===== src/rtl/hazard_ctrl_mc.sv =====
// Pipeline hazard controller: operand forwarding, load-use interlock, branch flush,
// multi-cycle MDU occupancy FSM and a saturating stall-cycle counter.
module hazard_ctrl_mc #(
    parameter int ADDR_W  = 5,
    parameter int MDU_LAT = 4,
    parameter int CNT_W   = 16
) (
    input  logic              clk,
    input  logic              rst_n,
    input  logic              RegWriteM,
    input  logic              RegWriteW,
    input  logic [ADDR_W-1:0] RdM,
    input  logic [ADDR_W-1:0] RdW,
    input  logic [ADDR_W-1:0] RdE,
    input  logic [ADDR_W-1:0] Rs1E,
    input  logic [ADDR_W-1:0] Rs2E,
    input  logic [ADDR_W-1:0] Rs1D,
    input  logic [ADDR_W-1:0] Rs2D,
    input  logic              LoadE,
    input  logic              MduStartE,
    input  logic              PCSrcE,
    input  logic              MemStallM,
    output logic [1:0]        ForwardAE,
    output logic [1:0]        ForwardBE,
    output logic              StallF,
    output logic              StallD,
    output logic              StallE,
    output logic              StallM,
    output logic              FlushD,
    output logic              FlushE,
    output logic              FlushM,
    output logic              MduBusy,
    output logic [CNT_W-1:0]  StallCnt
);

    localparam int MCW = (MDU_LAT > 1) ? $clog2(MDU_LAT) : 1;
    localparam logic [MCW-1:0] MDU_INIT = MCW'((MDU_LAT > 1) ? (MDU_LAT - 2) : 0);

    typedef enum logic {
        RUN  = 1'b0,
        BUSY = 1'b1
    } state_t;

    state_t           r_state;
    logic [MCW-1:0]   r_mdu_cnt;
    logic [CNT_W-1:0] r_stall_cnt;

    logic w_load_use;
    logic w_mdu_start;
    logic w_stall_f;

    always_comb begin
        ForwardAE = 2'b00;
        if (RegWriteM && (RdM != '0) && (RdM == Rs1E))
            ForwardAE = 2'b10;
        else if (RegWriteW && (RdW != '0) && (RdW == Rs1E))
            ForwardAE = 2'b01;
    end

    always_comb begin
        ForwardBE = 2'b00;
        if (RegWriteM && (RdM != '0) && (RdM == Rs2E))
            ForwardBE = 2'b10;
        else if (RegWriteW && (RdW != '0) && (RdW == Rs2E))
            ForwardBE = 2'b01;
    end

    assign w_load_use  = LoadE && (RdE != '0) && ((RdE == Rs1D) || (RdE == Rs2D));
    assign w_mdu_start = MduStartE && (MDU_LAT > 1);

    // Priority: memory stall > MDU occupancy > branch > MDU start > load-use.
    always_comb begin
        w_stall_f = 1'b0;
        StallD    = 1'b0;
        StallE    = 1'b0;
        StallM    = 1'b0;
        FlushD    = 1'b0;
        FlushE    = 1'b0;
        FlushM    = 1'b0;
        if (MemStallM) begin
            w_stall_f = 1'b1;
            StallD    = 1'b1;
            StallE    = 1'b1;
            StallM    = 1'b1;
        end else if (r_state == BUSY) begin
            if (r_mdu_cnt != '0) begin
                w_stall_f = 1'b1;
                StallD    = 1'b1;
                StallE    = 1'b1;
                FlushM    = 1'b1;
            end
        end else if (PCSrcE) begin
            FlushD = 1'b1;
            FlushE = 1'b1;
        end else if (w_mdu_start) begin
            w_stall_f = 1'b1;
            StallD    = 1'b1;
            StallE    = 1'b1;
            FlushM    = 1'b1;
        end else if (w_load_use) begin
            w_stall_f = 1'b1;
            StallD    = 1'b1;
            FlushE    = 1'b1;
        end
    end

    assign StallF   = w_stall_f;
    assign MduBusy  = (r_state == BUSY);
    assign StallCnt = r_stall_cnt;

    always_ff @(posedge clk or negedge rst_n) begin
        if (!rst_n) begin
            r_state   <= RUN;
            r_mdu_cnt <= '0;
        end else if (!MemStallM) begin
            case (r_state)
                RUN: begin
                    if (!PCSrcE && w_mdu_start) begin
                        r_state   <= BUSY;
                        r_mdu_cnt <= MDU_INIT;
                    end
                end
                BUSY: begin
                    if (r_mdu_cnt != '0)
                        r_mdu_cnt <= r_mdu_cnt - MCW'(1);
                    else
                        r_state <= RUN;
                end
                default: r_state <= RUN;
            endcase
        end
    end

    always_ff @(posedge clk or negedge rst_n) begin
        if (!rst_n)
            r_stall_cnt <= '0;
        else if (w_stall_f && (r_stall_cnt != '1))
            r_stall_cnt <= r_stall_cnt + CNT_W'(1);
    end

endmodule

===== config.mk =====
export PLATFORM = sky130hd
export DESIGN_NAME = hazard_ctrl_mc
export DESIGN_NICKNAME = d
export VERILOG_FILES = /design/src/rtl/hazard_ctrl_mc.sv
export SDC_FILE = /design/constraint.sdc
export NUM_CORES = 1
export LEC_CHECK = 0
export ABC_AREA = 1
export CAP_MARGIN = 20
export CORE_UTILIZATION = 43
export CTS_CLUSTER_SIZE = 20
export DETAILED_ROUTE_END_ITERATION = 10
export PLACE_DENSITY = 0.92
export SKIP_LAST_GASP = 1
export SYNTH_ARGS = -nofsm -noshare
export SYNTH_HDL_FRONTEND = slang
export SYNTH_SLANG_ARGS = --single-unit

===== constraint.sdc =====
create_clock -name clk -period 2.3 [get_ports clk]
set_clock_uncertainty 0.15 [all_clocks]
set_input_delay 0.46 -clock clk [delete_from_list [all_inputs] [get_ports clk]]
set_output_delay 0.46 -clock clk [all_outputs]
set_load 0.1 [all_outputs]

# [After elaboration in Yosys (flattened, before gate mapping)]
# Cells that the tools add are included.
[totals] reg_bits=19 output_inout_bits=28
[classes] addsub=2 n_eq_ne=9 muxes=28 n_bitwise=2 n_reduce_logical=17
[ops] operator="$eq A5 B5 Y1" count=6
[ops] operator="$mux W1" count=22
[ops] operator="$add A16 B1 Y16 const B" count=1
[ops] operator="$ne A16 B16 Y1 const B" count=1
[ops] operator="$reduce_bool A5 Y1" count=3
[ops] operator="$logic_and A1 B1 Y1" count=10
[ops] operator="$mux W2" count=4
[ops] operator="$pmux W2 S2" count=1
[ops] operator="$reduce_and A3 Y1" count=1
[ops] operator="$ne A2 B1 Y1 const B" count=1
[ops] operator="$ne A2 B2 Y1 const B" count=1
[ops] operator="$not A1 Y1" count=2
[ops] operator="$pmux W1 S2" count=1
[ops] operator="$reduce_bool A2 Y1" count=1
[ops] operator="$sub A2 B1 Y2 const B" count=1
[ops] operator="$logic_not A1 Y1" count=1
[ops] operator="$logic_or A1 B1 Y1" count=1

# [Depth between registers and ports, before layout]
# Gate-level depths: netlist (run 1).
[depth] word_depth=9 mapped_depth=12 ltp_nobuf=11

# [Worst setup path after synthesis (run 1)]
# Ideal clock, no wire load.
[synth_path] path_type="input port to output port" startpoint="input port RdM[3]" endpoint="output port ForwardAE[0]" t_arrival_ns=5.477 required_time_ns=1.690 path_slack_ns=-3.787 stages=3 n_path_buf=0 cell_sequence="xor2_1 -> nor4_1 -> nor3_1"
[synth_between] elab_chain_len=4
[synth_lines] item="start, declared" line_no="12" source="input logic [ADDR_W-1:0] RdM,"
[synth_lines] item="$reduce_bool A5 Y1" line_no="54" source="if (RegWriteM && (RdM != '0) && (RdM == Rs1E))"
[synth_lines] item="$logic_and A1 B1 Y1" line_no="54"
[synth_lines] item="$logic_and A1 B1 Y1 *" line_no="54"
[synth_lines] item="$mux W2 *" line_no="54"
[synth_lines] item="end, declared" line_no="23" source="output logic [1:0] ForwardAE,"
# Every way passes the cells marked *; elsewhere a longest branch is shown, timed or not.

# [Final worst setup path (run 1)]
[layout_path] startpoint="input port PCSrcE" endpoint="output port StallF"
[layout_between] elab_chain_len=3
[layout_lines] item="start, declared" line_no="21" source="input logic PCSrcE,"
[layout_lines] item="$mux W1" line_no="92" source="end else if (PCSrcE) begin"
[layout_lines] item="$mux W1" line_no="85" source="end else if (r_state == BUSY) begin"
[layout_lines] item="$mux W1" line_no="80" source="if (MemStallM) begin"
[layout_lines] item="end, declared" line_no="25" source="output logic StallF,"
# No other way between the ends.

==> impl_results.md, run 1 <==
* Max-cap violations at 0
* Worst-case setup slack after placement at -361 ps
* Cell depth of the worst flop-to-flop path at 9
* Core outline area at 0.00366 mm²
* Number of cells on the critical path at 7
* Total clock sinks at 19
* Top cell types by occurrence after synthesis: 69 x sky130_fd_sc_hd__nand2_1, 28 x sky130_fd_sc_hd__inv_1, 28 x sky130_fd_sc_hd__nand3_1
* Number of top-level pins at 71
* Most repeated cell in the gate-level netlist after synthesis: sky130_fd_sc_hd__nand2_1
* CP Class: in -> out
* Tcrit/Tclk final at 98.4%
* Via count of the first global-routing pass at 1,822
* TritonCTS clock tree: done
* Yosys Warn Count at 0
* Ant. Diodes at 0
* Number of synthesized flops with an enable pin at 0
* Capture point of the worst reg-to-reg path: StallCnt[7]
* Largest stage delay, worst path at 500 ps
* Filler Cell Count at 244
* Proportion of netlist area held by the largest area contributor at 29.1%
* Fraction of registers with async set/reset at 100%
* Later-pin clock latency in the skew report at 250 ps
* Setup repair after global routing missed its margin: yes
* Worst setup slack for register-to-register paths at 210 ps
* Cell area after technology mapping at 0.00163 mm²
* Run status: finished with violations
* Fmax at 0.442 GHz
* Final setup fails at 0
* Worst IR Drop VDD at 0.000866 V
* Power density normalized to cell area at 782 mW/mm²
* Placer Congestion at 0.827
* Total global-route track usage at 26.2%
* Worst setup EP type: output port
* #FFs+latches synth at 19
* CP startpoint: PCSrcE
* Shortest period the worst path allows at 2260 ps
* Final Hold Viols at 0
* Remaining DRCs at 1
* Number of antenna violations at the first check in global routing at 0
* Leakage power at 1.42 nW
* Remaining global-route overflow at 0
* Post-synth top area cell: sky130_fd_sc_hd__dfrtp_1
* Transition at the pin with the smallest max-transition slack at 329 ps
* H-tree Lvls at 1
* Maximum fanout along the worst path at 3
* Die Y at 63.6 µm
* DR vias/cell at 4.86
* Input/output buffers at 70
* Post-detail-place hpwl at 3.78 mm
* Clock Tree Root: sky130_fd_sc_hd__clkbuf_8
* Worst relative slew slack at 77.9%
* Die width at 63.6 µm
* Effective utilization at floorplan at 44.6%
* Most common cell type on the critical path: sky130_fd_sc_hd__nor2_2
* End of the critical path: StallF
* Leading post-synthesis cells by cell area: sky130_fd_sc_hd__dfrtp_1 29%, sky130_fd_sc_hd__nand2_1 16%, sky130_fd_sc_hd__xnor2_1 11%
* Post-synthesis net count at 281
* Violated checks: DRC
* Iteration-0 DRC Markers at 84
* Maximum number of pins on one net before global-route repair at 20
* Area added between synthesis and finish at 71.2%
* WP data required at 1690 ps
* Final slew viol count at 0
* Final #Nets at 374
* Critical Path Slowest Stage Cell: sky130_fd_sc_hd__clkdlybuf4s50_1
* Most frequently used flop master after synthesis: sky130_fd_sc_hd__dfrtp_1
* Placed Cells at 369
* Detailed-route via count at 1,829
* Sequential area share after synthesis at 29.1%
* Global-route wire length before repair at 8.34 mm
* Post-layout worst setup margin at 36.7 ps
* Critical path data arrival time at 1650 ps
* Average routed wire per standard cell at 13.0 µm
* Gate count of the mapped netlist at 236
* Longest Clk Path Bufs at 2
* Clock buffers created by TritonCTS at 3
* R2r startpoint: StallCnt[0]
* DR pass1 iterations at 7
* Layout cells sized above 1 at 33.8%
* Worst path buffer plus inverter count at 3
* Count of different cell masters after synthesis at 24
* Aggregate routed wire length at 4.90 mm
* Mapped Avg Cell Area at 6.92 µm²
* Number of rows created at floorplan at 22
* Routed Antenna Nets at 0
* DIE AREA at 0.00405 mm²
* Filler-free cell count of the finished design at 376
* Path type of the worst min-delay path: reg -> reg
* Reg clk slew, reported paths at 70 ps
* List of cells traversed by the critical path: clkdlybuf4s50_1, nor2_2, a21oi_1, inv_1, nor2_2, nand2_4, buf_12
* Critical path startpoint category: input port
* Top cell family by delay on the critical path: buffers and inverters
==> report_power, final <==
part | total, mW | switching, mW | internal [mW] | leakage (nW)
Combinational | 1.43 | 0.994 | 0.435 | 1.17
Clock | 0.232 | 0.109 | 0.123 | 0.0228
Sequential | 0.526 | 0.0998 | 0.426 | 0.235
==> through the flow <==
stage | hold slack (ps) | TNS [ps] | power, mW | utilization, % | instance area (µm²)
2_1_floorplan | 14.4 | -1300 | 1.51 | - | 1770
4_1_cts | 368 | -21.9 | 2.17 | 76.6 | 2800
5_1_grt | 401 | -48.3 | 2.30 | 76.4 | 2800
3_5_place_dp | 353 | -5420 | 1.94 | 73.9 | 2700
6_report | 370 | 0 | 2.19 | 76.4 | 2800
3_3_place_gp | 348 | -4210 | 1.91 | 73.9 | 2700
==> flip-flops by register name (all words and copies together), names as in the netlist <==
register,flops
r_mdu_cnt,2
StallCnt,16
MduBusy,1
==> worst min path at each step <==
stage,from,to,depth (start not counted)
final,StallCnt[5],StallCnt[5],2
after detailed placement,StallCnt[5],StallCnt[5],2
after floorplan,rst_n,StallCnt[0],0
after CTS,StallCnt[5],StallCnt[5],2
after global routing,rst_n,r_mdu_cnt[1],2
after global placement,StallCnt[5],StallCnt[5],2
==> layer usage <==
metal	vias to the layer above	track usage [%]	part of all wire [%]	wire length (µm)
met5	-	0	0	0
met4	0	3.13	0.41	20
met3	4	3.62	3.9	191
met2	48	48.7	54	2630
met1	849	32.4	42	2060
li1	928	-	-	-
==> final cells by class <==
class,instances,area [µm²],share of cell area (%)
Multi-Input combinational cell,184,1200,43.1
Timing Repair Buffer,93,888,31.8
Sequential cell,19,492,17.6
Inverter,28,105,3.76
Tap cell,48,60.1,2.15
Clock buffer,4,45.0,1.61
==> kinds of logic after synthesis <==
| group | count (synthesis) | share of synthesized area, % |
|---|---|---|
| AO/OA/AOI/OAI | 8 | 2.83 |
| XOR/XNOR | 36 | 19.3 |
| adder cells (fa/ha/maj) | 2 | 1.53 |
| buffers and inverters | 33 | 8.66 |
| flip-flops | 19 | 29.1 |
| AND/OR/NAND/NOR | 138 | 38.5 |
==> placed cells by master (no fill, tap or decap), drive strengths merged <==
cell           instances
a21oi                  1
a22oi                  1
a31o                   1
buf                   51
clkbuf                11
clkdlybuf4s15          3
clkdlybuf4s50          6
dfrtp                 19
dlygate4sd2           24
dlymetal6s2s           2
ha                     2
inv                   28
nand2                 72
nand3                 29
nand4                  5
nor2                  24
nor3                   6
nor4                   2
o21ai                  5
xnor2                 20
xor2                  16
==> repair_timing <==
item | 4_1_cts | 5_1_grt
buffers inserted | 2 | 1
hold buffers | 0 | 0
pin swaps | 19 | 18
cloned | 0 | 0
gates resized for setup | 53 | 24
endpoints found under the setup margin | 7 | 9
==> tightest hold or removal path, cell delays in order (launching register included) <==
cell and delay [ps]:
sky130_fd_sc_hd__dfrtp_2 390, sky130_fd_sc_hd__nand2_1 60, sky130_fd_sc_hd__nand2_1 50
Power figures use the tool's default switching activity.
==> run 2, diff against run 1 <==
CORE_UTILIZATION = 55   (was 43)
DONT_BUFFER_PORTS = 1   (was unset)
PLACE_DENSITY = 0.8   (was 0.92)
==> impl_results.md, run 2 (synthesis results as in run 1) <==
* Fmax at 0.454 GHz (+2.7%)
* Clock Tree Root: sky130_fd_sc_hd__clkbuf_4
* TritonCTS clock tree: done
* Reg clk slew, reported paths at 100 ps (+30 ps)
* Critical Path Slowest Stage Cell: sky130_fd_sc_hd__dfrtp_1
* Die width at 56.5 µm (-11%)
* Buffer count from post-CTS setup fixing at 0 (-2)
* List of cells traversed by the critical path: inv_1, ha_1, nor2_1, a21oi_1, inv_1, nor2_1, nand2_2, buf_12
* Power density normalized to cell area at 919 mW/mm² (+17%)
* Via count of the first global-routing pass at 1,543 (-15%)
* Total global-route track usage at 24.9% (-1.3 points)
* Routed Antenna Nets at 0 (unchanged)
* Instance count along the most critical hold path at 2 (unchanged)
* Combinational share of power at 64.8% (-0.6 points)
* Startpoint of the most critical hold path: MemStallM
* Capture endpoint of the worst hold path: MduBusy
* Post-detail-place hpwl at 2.97 mm (-21%)
* Remaining DRCs at 0 (-1)
* Capture point of the worst reg-to-reg path: StallCnt[15]
* Final #Nets at 309 (-17%)
* Placer Congestion at 0.836 (+1.2%)
* Remaining global-route overflow at 0 (unchanged)
* Global-route wire length before repair at 6.38 mm (-23%)
* Leakage power at 1.05 nW (-26%)
* Final Total Pwr at 1.90 mW (-13%)
* H-tree Lvls at 1 (unchanged)
* Commonest cells after routing, fill and taps aside: 68 x sky130_fd_sc_hd__nand2_1, 28 x sky130_fd_sc_hd__nand3_1, 27 x sky130_fd_sc_hd__inv_1, 22 x sky130_fd_sc_hd__buf_4, 19 x sky130_fd_sc_hd__nor2_1
* Iteration-0 DRC Markers at 58 (-31%)
* Average routed wire per standard cell at 12.3 µm (-5.5%)
* Total clock sinks at 19 (unchanged)
* Tcrit/Tclk final at 95.8% (-2.6 points)
* Worst IR Drop VDD at 0.00158 V (+82%)
* Maximum number of pins on one net before global-route repair at 20 (unchanged)
* Final Hold Viols at 0 (unchanged)
* Detailed-route via count at 1,529 (-16%)
* Post-CTS Hold Fix Bufs at 1 (+1)
* Max-cap violations at 0 (unchanged)
* CP startpoint: r_mdu_cnt[0]
* WP data required at 1690 ps (about the same)
* Critical path data arrival time at 1590 ps (-60 ps)
* Cell internal power dissipation at 0.801 mW (-19%)
* Critical path startpoint category: flip-flop
* Switching power at 1.10 mW (-8.8%)
* Aggregate routed wire length at 3.62 mm (-26%)
* Clock buffers created by TritonCTS at 3 (unchanged)
* Effective utilization at floorplan at 58.7% (+14 points)
* DR vias/cell at 5.20 (+6.9%)
* Number of antenna violations at the first check in global routing at 0 (unchanged)
* Fraction of power consumed by sequential logic at 26.1% (+2.1 points)
* Most common library cell in the layout ignoring fill and taps: sky130_fd_sc_hd__nand2_1
* Worst setup slack for register-to-register paths at 310 ps (+100 ps)
* Top cell family by delay on the critical path: flip-flops
* Utilization after layout at 74.3% (-2.1 points)
* R2r startpoint: StallCnt[0]
* Run status: completed
* CP Class: reg -> out
* Worst setup EP type: output port
* Later-pin clock latency in the skew report at 300 ps (+50 ps)
* Transition at the pin with the smallest max-transition slack at 870 ps (+541 ps)
* Area added between synthesis and finish at 26.5%
* Input/output buffers at 0 (-100%)
* Clock share of power at 9.1% (-1.5 points)
* Net switching fraction of the power at 57.8% (+2.8 points)
* Longest Clk Path Bufs at 2 (unchanged)
* Cell depth of the worst flop-to-flop path at 9 (unchanged)
* Maximum fanout along the worst path at 3 (unchanged)
* Total of cells resized after clock tree synthesis at 0 (-100%)
* Layout cells sized above 1 at 24.0% (-9.9 points)
* Shortest period the worst path allows at 2200 ps (-59.8 ps)
* Setup repair after global routing missed its margin: no
* Number of rows created at floorplan at 19 (-14%)
* Path type of the worst min-delay path: in -> reg
* Final setup fails at 0 (unchanged)
* Worst relative slew slack at 41.8% (-36 points)
* Filler Cell Count at 222 (-9.0%)
* Core outline area at 0.00278 mm² (-24%)
* Worst path buffer plus inverter count at 3 (unchanged)
* DR pass1 iterations at 4 (-3)
* Die Y at 56.5 µm (-11%)
* Max FFs per register at 16 (unchanged)
* Ant. Diodes at 0 (unchanged)
* Largest stage delay, worst path at 370 ps (-130 ps)
* Number of top-level pins at 71 (unchanged)
* DIE AREA at 0.00319 mm² (-21%)
* Final slew viol count at 0 (unchanged)
## run 2: stage by stage
step           setup slack (ps)  hold slack (ps)  setup TNS, ps  cells  area [µm²]
2_1_floorplan              -502             14.4          -1300    236        1770
3_3_place_gp                160             14.9              0    289        2030
3_5_place_dp                111             14.9              0    289        2030
4_1_cts                    66.7              147              0    294        2070
5_1_grt                    1.59              156              0    294        2070
6_report                   96.6              151              0    294        2070
## run 2: worst max path at each step
stage                              end  slack, ps  depth (start not counted)
final                           StallF        100                          8
after global routing            StallF          2                          8
after CTS                       StallF         70                          8
after detailed placement  ForwardAE[0]        110                          6
after global placement    ForwardAE[0]        160                          6
after floorplan           ForwardAE[0]       -500                          4
## run 2: power by group through the flow
stage	combinational, mW	clock (mW)	sequential (mW)
3_5_place_dp	1.23	0	0.503
6_report	1.23	0.174	0.495
4_1_cts	1.24	0.176	0.496
2_1_floorplan	0.579	0	0.933
3_3_place_gp	1.21	0	0.500
5_1_grt	1.30	0.186	0.510
## run 2: layout make-up
type | count | area, µm² | area share, %
multi-input combinational | 184 | 1130 | 54.6
clock buffer | 4 | 26.3 | 1.27
tap | 31 | 38.8 | 1.88
sequential | 19 | 492 | 23.8
inverter | 28 | 105 | 5.09
timing repair buffer | 28 | 275 | 13.3
## run 2: per-layer routing
metal / global-route usage [%] / up-vias / wire length (µm)
met3: 5.99 / 2 / 254
li1: - / 798 / -
met2: 44.9 / 48 / 1740
met4: 3.14 / 0 / 13
met1: 30.7 / 681 / 1610
met5: 0 / - / 0
## run 2: worst register-to-register path: cells and delay by family, from the launching register on
kind / cells / cell delay [ps]
and+or+nand+nor: 8 / 1190
DFF: 1 / 380
adders and majority gates: 1 / 210
==> run 3, diff against run 2 <==
SLEW_MARGIN = 10   (was unset)
==> results of run 3 <==
Same layout as run 2: the final DEF is identical, and so are final timing and power.
==> RTL edit: new RTL, flow settings as in run 3 <==
The parameter `MDU_LAT` goes from 4 to 8.
--- a/src/rtl/hazard_ctrl_mc.sv
+++ b/src/rtl/hazard_ctrl_mc.sv
@@ -2,7 +2,7 @@
 // multi-cycle MDU occupancy FSM and a saturating stall-cycle counter.
 module hazard_ctrl_mc #(
     parameter int ADDR_W  = 5,
-    parameter int MDU_LAT = 4,
+    parameter int MDU_LAT = 8,
     parameter int CNT_W   = 16
 ) (
     input  logic              clk,
Function: changed (a bounded check fails within 4 cycles, from zero or initial values and one cycle with rst_n low).
==> RTL edit against run 3 <==
- design area increased by 9.2%
- setup slack improved by 0.029 ns
- wire length increased by 3.3%
- total power increased by 5.2%
- area after synthesis increased by 6.1%
- synthesized cell count increased by 9.3%
- sequential cell count increased by 1
- clock power increased by 65%
- cell count increased by 12%
==> RTL edit: results (changes against run 3) <==
### Placement
* 2980 um — half-perimeter wire length after placement, +0.18%
* 0.825 — weighted congestion at the end of routability-driven global placement, -1.4%
* 0.186 ns — worst setup slack after placement, +0.0749 ns
* 322 — cell count after placement, +11%
* 0.00216 mm^2 — dpl cell area, +6.6%

### Cells and area
* 0 — count of inserted antenna diode cells, unchanged
* 211 — number of filler instances in the final layout, -5.0%
* 335 — number of nets in the final layout, +8.4%
* 0.226 — layout cells sized above 1, -0.0138

### Power
* 1.16 nW — standby leakage power, +11%
* 1000 uV — Max VDD drop, -37%

### Setup path
* StallD — destination of the critical timing path
* 1.56 ns — crit path DAT, -0.03 ns
* simple AND/OR/NAND/NOR gates — cell family with most CP delay
* 0.36 ns — reg2reg setup slack, +0.05 ns
* 12 — Register-to-Register Path Depth, +3
* StallCnt[5]$_DFFE_PN0P_ — destination of the worst register-to-register timing path
* 0.42 ns — maximum single-stage delay on the critical path, +0.05 ns
* 3 — CP max FO, unchanged

### Timing
* 0.101 ns — worst hold margin, -0.0493 ns
* 0.882 ns — measured slew at the worst slew-check pin, +0.0122 ns
* 0.125 ns — post-route setup slack, +0.0288 ns

### Synth
* 304 — Mapped Nets, +8.2%
* sky130_fd_sc_hd__dfrtp_1 29%, sky130_fd_sc_hd__nand2_1 18%, sky130_fd_sc_hd__xor2_1 9.1% — main area contributors after synthesis
* 6.71 um^2 — Avg Cell Area, Syn, -3.0%
* 0.289 — part of the Yosys area used for sequential elements, -0.00217
* 82 x sky130_fd_sc_hd__nand2_1, 31 x sky130_fd_sc_hd__inv_1, 29 x sky130_fd_sc_hd__nand3_1 — leading post-synthesis cells by instance count
* 27 — count of unique library cells instantiated by Yosys, +13%

### Global route
* 6650 um — wire length of the first global-routing pass, +4.2%
* 22 — maximum number of pins on one net before global-route repair, +10%
* 0 — number of antenna violations at the first check in global routing, unchanged
* 1582 — number of global-route vias before repair, +2.5%
* 0.250 — aggregate global-route resource usage, +0.000501

### Route
* 11.3 um — Routed wire per std cell, -8.0%
* 57 — Initial DRC Count, -1.7%
* 5.15 — mean number of vias per cell, -1.0%
* 1699 — routed vias, +11%

### Clocking
* 0.12 ns — clk slew on worst S/H paths, +0.02 ns
* 1 — Max H-tree Level, unchanged

### Worst hold path
* 2 — instance count along the most critical hold path, unchanged

### Outcome
* finished clean — result of the run

## RTL edit: cell types whose count changed after synthesis, sizes merged, moves of 2 or more
cell / before / now
nand2: 72 / 84
inv: 28 / 37
xnor2: 20 / 14
nor4: 2 / 6
o21ai: 5 / 3
xor2: 16 / 18
## RTL edit: timing repair
item / 4_1_cts / 5_1_grt
endpoints found under the setup margin: 0 / 3
endpoints found under the hold margin: 20 / 0
hold buffers: 1 / 0
resized for setup: 0 / 3
buffers inserted: 0 / 3
## RTL edit: kinds of logic after synthesis
logic type | synth area share
AO/OA/AOI/OAI | 0.0275
buffers and inverters | 0.105
XOR/XNOR | 0.162
AND/OR/NAND/NOR | 0.395
flip-flops | 0.289
adder cells (fa/ha/maj) | 0.0217
## RTL edit: power breakdown
group	leakage (nW)	internal [W]	switching [W]	total, W
clock network	0.0279	0.000176	0.000111	0.000287
logic	0.877	0.000342	0.000862	0.00120
registers	0.258	0.000439	0.0000680	0.000507
total	1.16	0.000957	0.00104	0.00200
## RTL edit: through the flow
step	utilization	total power (W)	setup TNS (ns)
after floorplan	-	0.00144	-1.33
after global placement	0.752	0.00166	0
after detailed placement	0.752	0.00168	0
after CTS	0.774	0.00198	0
after global routing	0.784	0.00210	-0.00658
final	0.784	0.00200	0
## RTL edit: layout make-up
cell class / count / area share
Timing Repair Buffer: 32 / 0.152
Multi-Input combinational cell: 195 / 0.515
Clock buffer: 3 / 0.00998
Sequential cell: 20 / 0.225
Clock inverter: 1 / 0.0133
Inverter: 37 / 0.0616
Tap cell: 42 / 0.0233
## RTL edit: layer usage
layer / routed length, um / track usage
met5: 0 / 0
met4: 65 / 0.0680
met3: 244 / 0.0692
met2: 1810 / 0.433
met1: 1620 / 0.303
